## config.mk

```make
export PLATFORM = sky130hd
export DESIGN_NAME = dsi_hs_lane_aligner
export DESIGN_NICKNAME = d
export VERILOG_FILES = /design/src/rtl/dsi_hs_lane_aligner.sv
export SDC_FILE = /design/constraint.sdc
export NUM_CORES = 1
export LEC_CHECK = 0
export CAP_MARGIN = 20
export CORE_ASPECT_RATIO = 1.1
export CORE_MARGIN = 10
export CORE_UTILIZATION = 61
export CTS_BUF_LIST = sky130_fd_sc_hd__clkbuf_4
export CTS_CLUSTER_SIZE = 30
export DETAILED_ROUTE_END_ITERATION = 10
export PLACE_DENSITY_LB_ADDON = 0.3
export SYNTH_ARGS = -nofsm -noshare
export SYNTH_HDL_FRONTEND = slang
export SYNTH_SLANG_ARGS = --single-unit
```

## constraint.sdc

```tcl
create_clock -name div_clk -period 3.75 [get_ports div_clk]
set_input_delay 0.75 -clock div_clk [delete_from_list [all_inputs] [get_ports div_clk]]
set_output_delay 0.75 -clock div_clk [all_outputs]
set_load 0.1 [all_outputs]
```

## src/rtl/dsi_hs_lane_aligner.sv

```systemverilog
// rtl/dsi_hs_lane_aligner.sv - DSI HS 4-lane SoT sync hunt, lane deskew and byte alignment
// Optional feature macro DSI_ALIGN_ERR_CNT_EN adds a saturating sync_err counter on err_cnt.
module dsi_hs_lane_aligner #(
   parameter int         LANES     = 4,
   parameter logic [7:0] SYNC_BYTE = 8'hB8,
   parameter int         SKEW_MAX  = 3,
   parameter int         HUNT_TO   = 64
) (
   input  logic                 div_clk,
   input  logic                 rst,
   input  logic                 hs_req,
   input  logic [8*LANES-1:0]   lane_bits,
   output logic [8*LANES-1:0]   aligned_data,
   output logic                 aligned_valid,
   output logic                 hs_burst_flag,
   output logic [3*LANES-1:0]   lane_offset,
`ifdef DSI_ALIGN_ERR_CNT_EN
   output logic [15:0]          err_cnt,
`endif
   output logic                 sync_err
);
   localparam int SKW = $clog2(SKEW_MAX + 2);
   localparam int HTW = $clog2(HUNT_TO);

   typedef enum logic [1:0] {IDLE, HUNT, ALIGNED, WAIT_LP} state_t;
   state_t state, state_nxt;

   logic [7:0]     prev_byte [LANES];
   logic [15:0]    win       [LANES];
   logic [15:0]    win_sh    [LANES];
   logic [3:0]     hit_s     [LANES];
   logic [3:0]     lane_s    [LANES];
   logic [SKW-1:0] det_time  [LANES];
   logic [SKW-1:0] lane_dly  [LANES];
   logic [7:0]     extract   [LANES];
   logic [7:0]     dly_line  [LANES][SKEW_MAX];
   logic [LANES-1:0] hit, synced, det_now;
   logic [8*LANES-1:0] word_nxt;
   logic           first_seen;
   logic [SKW-1:0] skew_cnt, elapsed;
   logic [HTW-1:0] hunt_cnt;
   logic           any_det, all_synced_now, hunt_clr, go_aligned, err_now, emit;

   // Per-lane sync search over the 16-bit window; descending loop so the lowest s wins.
   always_comb begin
      word_nxt = '0;
      for (int k = 0; k < LANES; k++) begin
         win[k]   = {lane_bits[8*k +: 8], prev_byte[k]};
         hit[k]   = 1'b0;
         hit_s[k] = 4'd0;
         for (int s = 8; s >= 1; s--) begin
            if (win[k][s +: 8] == SYNC_BYTE) begin
               hit[k]   = 1'b1;
               hit_s[k] = 4'(s);
            end
         end
         det_now[k] = hit[k] && !synced[k] && (state == HUNT);
         win_sh[k]  = win[k] >> lane_s[k];
         extract[k] = win_sh[k][7:0];
         word_nxt[8*k +: 8] = extract[k];
         for (int i = 0; i < SKEW_MAX; i++) begin
            if (lane_dly[k] == SKW'(i + 1)) word_nxt[8*k +: 8] = dly_line[k][i];
         end
      end
   end

   assign any_det        = |det_now;
   assign all_synced_now = &(synced | det_now);
   assign elapsed        = first_seen ? skew_cnt : '0;
   assign emit           = (state == ALIGNED) && hs_req;

   always_ff @(posedge div_clk) begin
      if (rst) state <= IDLE;
      else     state <= state_nxt;
   end

   always_comb begin
      state_nxt  = state;
      hunt_clr   = 1'b0;
      go_aligned = 1'b0;
      err_now    = 1'b0;
      case (state)
         IDLE: begin
            if (hs_req) begin
               state_nxt = HUNT;
               hunt_clr  = 1'b1;
            end
         end
         HUNT: begin
            // hs_req fall has priority over a same-cycle final detection.
            if (!hs_req) begin
               state_nxt = IDLE;
            end else if (all_synced_now && (elapsed <= SKW'(SKEW_MAX))) begin
               state_nxt  = ALIGNED;
               go_aligned = 1'b1;
            end else if (first_seen && (skew_cnt > SKW'(SKEW_MAX))) begin
               state_nxt = WAIT_LP;
               err_now   = 1'b1;
            end else if (!first_seen && !any_det && (hunt_cnt == HTW'(HUNT_TO - 1))) begin
               state_nxt = WAIT_LP;
               err_now   = 1'b1;
            end
         end
         ALIGNED: if (!hs_req) state_nxt = IDLE;
         WAIT_LP: if (!hs_req) state_nxt = IDLE;
         default: state_nxt = IDLE;
      endcase
   end

   always_ff @(posedge div_clk) begin
      if (rst) begin
         synced        <= '0;
         first_seen    <= 1'b0;
         skew_cnt      <= '0;
         hunt_cnt      <= '0;
         lane_offset   <= '0;
         aligned_data  <= '0;
         aligned_valid <= 1'b0;
         hs_burst_flag <= 1'b0;
         sync_err      <= 1'b0;
         for (int k = 0; k < LANES; k++) begin
            prev_byte[k] <= '0;
            lane_s[k]    <= '0;
            det_time[k]  <= '0;
            lane_dly[k]  <= '0;
            for (int i = 0; i < SKEW_MAX; i++) dly_line[k][i] <= '0;
         end
      end else begin
         for (int k = 0; k < LANES; k++) begin
            prev_byte[k]   <= lane_bits[8*k +: 8];
            dly_line[k][0] <= extract[k];
            for (int i = 1; i < SKEW_MAX; i++) dly_line[k][i] <= dly_line[k][i-1];
         end
         if (hunt_clr) begin
            synced      <= '0;
            first_seen  <= 1'b0;
            skew_cnt    <= '0;
            hunt_cnt    <= '0;
            lane_offset <= '0;
         end else if (state == HUNT) begin
            for (int k = 0; k < LANES; k++) begin
               if (det_now[k]) begin
                  synced[k]           <= 1'b1;
                  lane_s[k]           <= hit_s[k];
                  det_time[k]         <= elapsed;
                  lane_offset[3*k +: 3] <= hit_s[k][2:0];
               end
               if (go_aligned) lane_dly[k] <= det_now[k] ? '0 : elapsed - det_time[k];
            end
            // skew_cnt tracks cycles since first detection, saturating one past the limit.
            if (first_seen) begin
               if (skew_cnt <= SKW'(SKEW_MAX)) skew_cnt <= skew_cnt + 1'b1;
            end else if (any_det) begin
               first_seen <= 1'b1;
               skew_cnt   <= SKW'(1);
            end
            if (!first_seen && !any_det) hunt_cnt <= hunt_cnt + 1'b1;
         end
         aligned_valid <= emit;
         hs_burst_flag <= emit;
         aligned_data  <= emit ? word_nxt : '0;
         sync_err      <= err_now;
      end
   end

`ifdef DSI_ALIGN_ERR_CNT_EN
   always_ff @(posedge div_clk) begin
      if (rst)                         err_cnt <= '0;
      else if (err_now && (err_cnt != 16'hFFFF)) err_cnt <= err_cnt + 16'd1;
   end
`endif

endmodule
```

==> results.sh, run 1 <==
export IMPL_worstMarginPinSlew_ns=1.036
export IMPL_vias=8465
export IMPL_grt_pass1_wl_um=40540
export IMPL_fin_skew_ns=0.04744
export IMPL_synth_area_um2=10700
export IMPL_crit_slowest_cell="clkdlybuf4s50_1"
export IMPL_layout_common_cells="dfxtp_1 (190), nor2b_1 (99), nor2_1 (99), clkbuf_4 (83), clkdlybuf4s50_1 (80)"
export IMPL_die_area_um2=23240
export IMPL_cts_tree="yes"
export IMPL_synthFlopType="dfxtp_1"
export IMPL_core_area_um2=17140
export IMPL_r2r_cells=8
export IMPL_vias_per_cell=5.822
export IMPL_drt_iter0_drc=533
export IMPL_ys_seq_elements=230
export IMPL_die_w_um=146.3
export IMPL_avgSynthCellArea_um2=9.878
export IMPL_slew_headroom=0.3072
export IMPL_yosys_warnings=0
export IMPL_critPathKind="flip-flop to output pin"
export IMPL_gp_congestion=0.8845
export IMPL_power_leakage_nw=4.621
export IMPL_postRouteAntennaNets=0
export IMPL_fin_setup_tns_ns=0
export IMPL_fin_crit_ns=3.006
export IMPL_worstPathCellList="clkdlybuf4s50_1"
export IMPL_synthCells=1083
export IMPL_reg2reg_slack_ns=1.07
export IMPL_final_common_cell="dfxtp_1"
export IMPL_grt_max_degree=70
export IMPL_max_freq_mhz=332.7
export IMPL_worstHoldStart="dly_line[2][15]$_SDFF_PP0_"
export IMPL_grt_ovfl_total=0
export IMPL_worstPathRequired_ns=3.00
export IMPL_ctsHoldBuffers=0
export IMPL_holdWs_ns=0.4364
export IMPL_clock_sinks=230
export IMPL_area_growth_pct=15.67
export IMPL_ir_worst_vdd_v=0.0004012
export IMPL_p_sw_frac=0.2526
export IMPL_antenna_found_initial=1
export IMPL_wire_per_inst_um=16.74
export IMPL_finalHoldViolations=0
export IMPL_first_pass_iters=5
export IMPL_crit_arrival_ns=2.26
export IMPL_synth_cell_type_count=69
export IMPL_synth_async_reset_ratio=0
export IMPL_nNetsFinal=1219
export IMPL_p_int_mw=3.899
export IMPL_first_global_vias=8307
export IMPL_cts_resized_gates=0
export IMPL_finalSetupViolations=0
export IMPL_crit_fanout=2
export IMPL_cp_num_buf_inv=1
export IMPL_final_area_um2=12370
export IMPL_yosysTopAreaCell="dfxtp_1"
export IMPL_ctsLongestPathBuffers=3
export IMPL_p_comb_frac=0.088
export IMPL_cap_violations=0
export IMPL_track_usage=0.2025
export IMPL_rsz0062_at_grt="false"
export IMPL_r2r_start="prev_byte[2][7]$_SDFF_PP0_"
export IMPL_outcome="completed"
export IMPL_drive_gt1_frac=0.1354
export IMPL_port_buffers=81
export IMPL_placed_area_um2=11640
export IMPL_switchingPower_mw=1.318
export IMPL_wl_um=24350
export IMPL_ys_seq_area_frac=0.4678
export IMPL_postCtsSetupBuffers=0
export IMPL_r2r_end="lane_dly[2][0]$_SDFFCE_PP0P_"
export IMPL_power_density_nw_per_um2=421.6
export IMPL_synthTopCellsByArea="dfxtp_1 (36%), edfxtp_1 (11%), nor2b_1 (5.8%)"
export IMPL_hold_path_cell_count=2
export IMPL_p_seq_frac=0.513
export IMPL_synth_edf_count=40
export IMPL_chipHeight_um=158.9
export IMPL_synth_nets=1129
export IMPL_rows=50
export IMPL_io_pins=82
export IMPL_cpPeakStageDelay_ns=1.17
export IMPL_numCtsBuffers=57
export IMPL_start_util=0.6241
export IMPL_dpl_hpwl_um=17160
export IMPL_clockPowerShare=0.399
export IMPL_root_buffer="clkbuf_4"
export IMPL_period_share=0.8015
export IMPL_end_kind="output pin"
export IMPL_worstHoldEndpoint="dly_line[2][7]$_SDFF_PP0_"
export IMPL_htreeDepth=2
export IMPL_synth_top_area_share=0.3556
export IMPL_holdCritPathClass="flip-flop to flip-flop"
export IMPL_drcViolationCount=0
export IMPL_slew_violations=0
export IMPL_insertion_delay_ns=0.70
export IMPL_crit_family="buffers and inverters"
export IMPL_critPathLaunchType="flip-flop"
export IMPL_path_clk_slew_ns=0.07
power groups by stage:
stage / Combinational (mW) / Sequential (mW) / Clock, mW
global route: 0.502 / 2.69 / 2.27
floorplan: 0.342 / 2.69 / 0
global placement: 0.441 / 2.73 / 0
CTS: 0.454 / 2.67 / 2.13
detailed placement: 0.451 / 2.73 / 0
finish: 0.458 / 2.68 / 2.08
final cells by class:
| class | instances | area, um2 |
|---|---|---|
| antenna | 1 | 2.502 |
| clock buffer | 83 | 623.1 |
| clock inverter | 22 | 112.6 |
| fill | 1331 | 4767 |
| inverter | 34 | 127.6 |
| multi-input combinational | 757 | 5313 |
| sequential | 230 | 5005 |
| tap | 234 | 292.8 |
| timing repair buffer | 93 | 898.4 |
per-layer routing:
metal	up-vias	routed length (um)	GRT usage
met5	-	0	0
met4	0	603	0.07832
met3	62	1343	0.04685
met2	221	12050	0.3403
met1	4020	10350	0.2459
li1	4162	-	-
through the flow:
stage / setup WS (ns) / power [mW] / cells / utilization
2_1_floorplan: 0.6777 / 3.030 / 1083 / -
3_3_place_gp: 0.3300 / 3.167 / 1348 / 0.6788
3_5_place_dp: 0.2209 / 3.180 / 1348 / 0.6788
4_1_cts: 0.6934 / 5.261 / 1453 / 0.7218
5_1_grt: 0.6537 / 5.456 / 1454 / 0.7219
6_report: 0.7443 / 5.217 / 1454 / 0.7219
worst max-delay path by stage:
stage	startpoint	end	slack, ns	cells past startpoint
floorplan	lane_bits[16]	lane_dly[0][0]$_SDFFCE_PP0P_	0.68	8
global placement	lane_bits[8]	hunt_cnt[5]$_SDFFE_PP0P_	0.33	8
detailed placement	lane_bits[19]	lane_dly[2][2]$_SDFFCE_PP0P_	0.22	9
CTS	lane_offset[4]$_SDFFE_PP0P_	lane_offset[4]	0.69	1
global route	lane_offset[5]$_SDFFE_PP0P_	lane_offset[5]	0.65	1
finish	lane_offset[4]$_SDFFE_PP0P_	lane_offset[4]	0.74	1
worst register-to-register path, delay by kind of cell, from the launching register on:
kind | cells | cell delay, ns
compound gates | 3 | 0.94
flops | 1 | 0.43
simple gates | 4 | 0.86
buf+inv | 1 | 0.23
cell usage after synthesis, types with 7 or more instances:
| library cell | count |
|---|---|
| xnor2_1 | 8 |
| o211ai_1 | 7 |
| o22a_1 | 25 |
| nor4bb_1 | 29 |
| buf_2 | 7 |
| clkbuf_1 | 43 |
| nand2b_1 | 20 |
| a21oi_1 | 76 |
| edfxtp_1 | 40 |
| inv_1 | 30 |
| o22ai_1 | 15 |
| or2_2 | 7 |
| buf_1 | 10 |
| nand3_1 | 8 |
| nand2_1 | 78 |
| nor2_1 | 99 |
| dfxtp_1 | 190 |
| o21ai_0 | 49 |
| mux2_2 | 15 |
| ha_1 | 7 |
| and2_1 | 7 |
| mux4_2 | 20 |
| nor3_1 | 7 |
| o221ai_1 | 32 |
| mux2i_1 | 47 |
| nand4_1 | 8 |
| nor2b_1 | 99 |
state kept, by name, indices dropped and copies added, names as in the netlist:
signal	cells
first_seen	1
det_time	12
dly_line	96
lane_s	16
synced	4
lane_offset	12
lane_dly	12
prev_byte	32
skew_cnt	3
aligned_data	32
sync_err	1
hunt_cnt	6
hs_burst_flag	1
state	2
cell families (layout without fill, tap and decap cells):
group / count (synthesis) / count (layout) / synth area share
DFF: 230 / 230 / 0.4678
adders and majority gates: 11 / 11 / 0.01567
other: 0 / 1 / 0
buffers and inverters: 96 / 232 / 0.03556
muxes: 82 / 82 / 0.1019
AOI/OAI and AO/OA: 255 / 255 / 0.1579
and+or+nand+nor: 401 / 401 / 0.2146
xor gates and xnor gates: 8 / 8 / 0.006550
Note: power is estimated with default switching activity, not from simulation.
==> run 2, diff against run 1 <==
clock period = 3.1 ns   (was 3.75 ns; I/O delays follow)
==> run 2 against run 1 <==
Against the previous run:
- sequential power up 21%
- wire length up 2.1%
- design area up 1.2%
- worst setup slack worse by 0.20 ns
- count of clock-buffer cells in the layout up 13
- power up 22%
- global-route usage up 0.46 points
- utilization up 0.88 points
- flip-flop and latch count unchanged
==> results.sh, run 2 (synthesis results as in run 1) <==
export IMPL_power_leakage_nw=4.902
export IMPL_gp_congestion=0.9011
export IMPL_ctsHoldBuffers=0
export IMPL_drcViolationCount=0
export IMPL_cts_resized_gates=0
export IMPL_vias=8599
export IMPL_grt_pass1_wl_um=41280
export IMPL_p_comb_frac=0.091
export IMPL_cp_common_cell="buf_4"
export IMPL_wire_per_inst_um=16.74
export IMPL_cts_tree="yes"
export IMPL_cpPeakStageDelay_ns=0.55
export IMPL_ctsLongestPathBuffers=3
export IMPL_finalHoldViolations=0
export IMPL_antenna_found_initial=1
export IMPL_area_growth_pct=17.08
export IMPL_htreeDepth=2
export IMPL_end_kind="flip-flop"
export IMPL_layout_setup_ws_ns=0.5428
export IMPL_holdCritPathClass="flip-flop to flip-flop"
export IMPL_clock_sinks=230
export IMPL_root_buffer="clkbuf_4"
export IMPL_period_share=0.8249
export IMPL_rsz0062_at_grt="false"
export IMPL_p_seq_frac=0.509
export IMPL_start_util=0.6241
export IMPL_first_global_vias=8570
export IMPL_p_sw_frac=0.2452
export IMPL_track_usage=0.2071
export IMPL_drt_iter0_drc=458
export IMPL_final_common_cell="dfxtp_1"
export IMPL_die_area_um2=23240
export IMPL_numCtsBuffers=58
export IMPL_power_density_nw_per_um2=507.8
export IMPL_reg_largest_list="dly_line: 96 flops, aligned_data: 32 flops, prev_byte: 32 flops"
export IMPL_fin_crit_ns=2.557
export IMPL_crit_family="simple AND/OR/NAND/NOR gates"
export IMPL_clockPowerShare=0.400
export IMPL_max_freq_mhz=391.1
export IMPL_place_ws_ns=-0.1021
export IMPL_multi_input_area_um2=5313
export IMPL_layoutNonFillerInstCount=1485
export IMPL_path_clk_slew_ns=0.07
export IMPL_critPathKind="input port to flip-flop"
export IMPL_dpl_hpwl_um=17610
export IMPL_vias_per_cell=5.791
export IMPL_register_area_um2=5005
export IMPL_p_int_mw=4.801
export IMPL_first_pass_iters=5
export IMPL_drive_gt1_frac=0.2040
export IMPL_grt_max_degree=62
export IMPL_nNetsFinal=1255
export IMPL_chipHeight_um=158.9
export IMPL_port_buffers=81
export IMPL_n_fill_cell=1317
export IMPL_rows=50
export IMPL_insertion_delay_ns=0.67
export IMPL_slew_headroom=0.5038
export IMPL_placed_cells=1383
export IMPL_wl_um=24860
export IMPL_regMostFlops="dly_line"
export IMPL_layout_common_cells="dfxtp_1 (190), nor2b_1 (99), nor2_1 (99), clkbuf_4 (96), buf_4 (95)"
export IMPL_crit_arrival_ns=3.01
export IMPL_slew_violations=0
export IMPL_grt_ovfl_total=0
export IMPL_postRouteAntennaNets=0
export IMPL_core_area_um2=17140
export IMPL_cp_num_buf_inv=3
export IMPL_critPathLaunchType="input port"
export IMPL_crit_slowest_cell="clkdlybuf4s50_1"
export IMPL_finalSetupViolations=0
export IMPL_cap_violations=0
export IMPL_outcome="completed"
export IMPL_worstPathCellList="clkdlybuf4s50_1 -> nor4bb_1 -> o21ai_1 -> nand3_1 -> o21ai_0 -> a21boi_0 -> buf_4 -> nand4_4 -> buf_4 -> nor4b_1"
export IMPL_largest_reg_flops=96
export IMPL_switchingPower_mw=1.559
export IMPL_worstMarginPinSlew_ns=0.7443
export IMPL_worstPathRequired_ns=3.56
export IMPL_fin_skew_ns=0.02867
export IMPL_die_w_um=146.3
export IMPL_io_pins=82
export IMPL_ir_worst_vdd_v=0.0003073
export IMPL_crit_fanout=15
export IMPL_postCtsSetupBuffers=0
-- run 2: per-stage QoR --
stage	power (mW)	cell area (um2)	setup TNS [ns]	hold WS, ns	util
after global routing	6.659	12520	0	0.4369	0.7307
after detailed placement	3.874	11780	-0.5641	0.4226	0.6873
final	6.360	12520	0	0.4261	0.7307
after CTS	6.421	12520	0	0.4215	0.7305
after global placement	3.858	11780	0	0.4182	0.6873
after floorplan	3.665	10700	0	0.4100	-
-- run 2: power by group through the flow --
stage          sequential [mW]  clock, mW  combinational [mW]
5_1_grt                   3.25       2.77               0.637
4_1_cts                   3.24       2.61               0.578
3_5_place_dp              3.30          0               0.573
3_3_place_gp              3.30          0               0.561
2_1_floorplan             3.25          0               0.413
6_report                  3.24       2.54               0.580
-- run 2: final timing paths --
path                                            startpoint                           end  slack (ns)  depth (start not counted)
worst max register to register  prev_byte[0][6]$_SDFF_PP0_  lane_dly[2][2]$_SDFFCE_PP0P_        0.64                          9
worst min-delay path             dly_line[0][5]$_SDFF_PP0_    aligned_data[5]$_SDFF_PP0_        0.43                          2
worst min register to register   dly_line[0][5]$_SDFF_PP0_    aligned_data[5]$_SDFF_PP0_        0.43                          2
worst max-delay path                          lane_bits[1]  lane_dly[2][2]$_SDFFCE_PP0P_        0.54                         10
-- run 2: worst min-delay path: cells and delay by family, from the launching register on --
family	cells	cell delay, ns
DFF	1	0.30
and+or+nand+nor	1	0.05
AOI/OAI and AO/OA	1	0.05
-- run 2: per-layer routing --
metal	routed length (um)	vias to the layer above	global-route usage
met3	1218	50	0.04174
met5	0	-	0
li1	-	4223	-
met2	12400	248	0.3496
met4	608	0	0.08151
met1	10630	4078	0.2535
-- run 2: final cells by class --
type,count,area share
Multi-Input combinational cell,757,0.4242
Sequential cell,230,0.3996
Timing Repair Buffer,128,0.08332
Clock buffer,96,0.05754
Tap cell,234,0.02338
Inverter,34,0.01019
Clock inverter,5,0.001598
Antenna cell,1,0.0001998
==> run 3, diff against run 2 <==
clock period = 2.7 ns   (was 3.1 ns; I/O delays follow)
==> run 3 against run 2 <==
Against the previous run:
- power grew 15%
- flip-flop and latch count is the same
- clock skew grew 0.016 ns
- sequential power grew 15%
- die area is the same
- wire length shrank 1.1%
- first-iteration DRC count shrank 8.5%
- via count grew 1.2%
- count of clock-buffer cells in the layout shrank 11
- clock power grew 13%
- final cell count grew 3.3%
- non-clock buffer count grew 46
==> results.sh, run 3 (synthesis results as in run 1) <==
export IMPL_finalHoldViolations=0
export IMPL_p_int_mw=5.492
export IMPL_r2r_start="prev_byte[0][6]$_SDFF_PP0_"
export IMPL_power_leakage_nw=5.116
export IMPL_cts_resized_gates=0
export IMPL_gp_congestion=0.8803
export IMPL_dpl_hpwl_um=17700
export IMPL_slew_headroom=0.5274
export IMPL_postRouteAntennaNets=0
export IMPL_gr_usage_met3=0.04940
export IMPL_hold_path_cell_count=2
export IMPL_die_w_um=146.3
export IMPL_final_common_cell="dfxtp_1"
export IMPL_postCtsSetupBuffers=0
export IMPL_insertion_delay_ns=0.69
export IMPL_n_fill_cell=1242
export IMPL_critPathLaunchType="input port"
export IMPL_placed_cells=1429
export IMPL_path_clk_slew_ns=0.07
export IMPL_first_pass_iters=7
export IMPL_area_growth_pct=20.32
export IMPL_period_share=0.9106
export IMPL_ctsLongestPathBuffers=3
export IMPL_rows=50
export IMPL_p_sw_frac=0.2474
export IMPL_drcViolationCount=0
export IMPL_rsz0062_at_grt="false"
export IMPL_layoutNonFillerInstCount=1534
export IMPL_antenna_found_initial=1
export IMPL_power_density_nw_per_um2=566.9
export IMPL_drive_gt1_frac=0.2271
export IMPL_io_pins=82
export IMPL_clock_sinks=230
export IMPL_vias_per_cell=5.672
export IMPL_core_area_um2=17140
export IMPL_wl_um=24570
export IMPL_fin_crit_ns=2.459
export IMPL_track_usage=0.2042
export IMPL_port_buffers=81
export IMPL_worstHoldStart="rst"
export IMPL_ctsHoldBuffers=0
export IMPL_critPathKind="input port to flip-flop"
export IMPL_die_area_um2=23240
export IMPL_clockPowerShare=0.395
export IMPL_ir_worst_vdd_v=0.0003033
export IMPL_htreeDepth=2
export IMPL_r2r_cells=9
export IMPL_drt_iter0_drc=419
export IMPL_first_global_vias=8631
export IMPL_slew_violations=0
export IMPL_gr_usage_met1=0.2399
export IMPL_fin_skew_ns=0.04468
export IMPL_max_freq_mhz=406.7
export IMPL_finalSetupViolations=0
export IMPL_largest_reg_flops=96
export IMPL_crit_arrival_ns=2.92
export IMPL_vias=8701
export IMPL_p_comb_frac=0.095
export IMPL_reg2reg_slack_ns=0.24
export IMPL_layout_common_cells="dfxtp_1 (190), buf_4 (141), nor2b_1 (99), nor2_1 (99), clkbuf_4 (85)"
export IMPL_crit_fanout=7
export IMPL_worstPathRequired_ns=3.17
export IMPL_wire_per_inst_um=16.02
export IMPL_worstHoldEndpoint="prev_byte[1][1]$_SDFF_PP0_"
export IMPL_use_met2=0.3554
export IMPL_nNetsFinal=1299
export IMPL_end_kind="flip-flop"
export IMPL_root_buffer="clkbuf_4"
export IMPL_holdWs_ns=0.1793
export IMPL_total_power_mw=7.297
export IMPL_chipHeight_um=158.9
export IMPL_numCtsBuffers=56
export IMPL_start_util=0.6241
export IMPL_cts_tree="yes"
export IMPL_grt_ovfl_total=0
export IMPL_switchingPower_mw=1.805
export IMPL_holdCritPathClass="input port to flip-flop"
export IMPL_reg_largest_list="dly_line: 96 flops, aligned_data: 32 flops, prev_byte: 32 flops"
export IMPL_grt_pass1_wl_um=40750
export IMPL_grt_max_degree=49
export IMPL_grt_most_used_layer="met2"
export IMPL_p_seq_frac=0.509
export IMPL_outcome="completed"
export IMPL_cap_violations=0
export IMPL_worstMarginPinSlew_ns=0.7090
export IMPL_regMostFlops="dly_line"
export IMPL_r2r_end="lane_dly[3][1]$_SDFFCE_PP0P_"
[run 3: area by class of cell]
type	instances	area, um2	share of cell area
Clock buffer	85	638.1	0.04958
Multi-Input combinational cell	757	5316	0.4130
Antenna cell	1	2.502	0.0001944
Inverter	34	127.6	0.009915
Timing Repair Buffer	174	1389	0.1079
Sequential cell	230	5005	0.3888
Clock inverter	19	100.1	0.007777
Tap cell	234	292.8	0.02275
[run 3: critical path, cell delays in order]
cell and delay (ns):
clkdlybuf4s50_1 0.56, nor4bb_1 0.40, o21ai_1 0.13, nand3_1 0.16
o21ai_0 0.15, a21boi_0 0.19, buf_4 0.14, nand4_4 0.11
buf_4 0.19, nor4b_1 0.36
[run 3: power groups by stage]
stage / combinational (mW) / clock, mW / sequential [mW]
after floorplan: 0.475 / 0 / 3.73
after global placement: 0.674 / 0 / 3.79
after detailed placement: 0.689 / 0 / 3.79
after CTS: 0.694 / 2.97 / 3.71
after global routing: 0.763 / 3.16 / 3.73
final: 0.697 / 2.88 / 3.72
[run 3: through the flow]
step                        util  setup TNS [ns]  setup WS, ns  cell area, um2
after CTS                 0.7507               0        0.2120           12870
after detailed placement  0.7077          -13.95       -0.4165           12130
final                     0.7509               0        0.2414           12870
after global placement    0.7077          -8.881       -0.2488           12130
after floorplan                -               0       0.08898           10700
after global routing      0.7509               0       0.09349           12870
[run 3: how the worst max path moves through the flow]
stage / start / endpoint / depth (start not counted)
after detailed placement: lane_bits[1] / lane_dly[2][1]$_SDFFCE_PP0P_ / 10
after global routing: prev_byte[1][6]$_SDFF_PP0_ / skew_cnt[0]$_SDFFE_PP0P_ / 10
after floorplan: lane_bits[16] / lane_dly[0][0]$_SDFFCE_PP0P_ / 8
after CTS: prev_byte[0][6]$_SDFF_PP0_ / lane_dly[2][1]$_SDFFCE_PP0P_ / 9
after global placement: lane_bits[1] / lane_dly[2][2]$_SDFFCE_PP0P_ / 10
final: lane_bits[1] / lane_dly[3][1]$_SDFFCE_PP0P_ / 10
[run 3: routing by layer]
metal  share of wire  routed length (um)
met5               0                   0
met4           0.021                 524
met3           0.058                1413
met2            0.50               12360
met1            0.42               10280
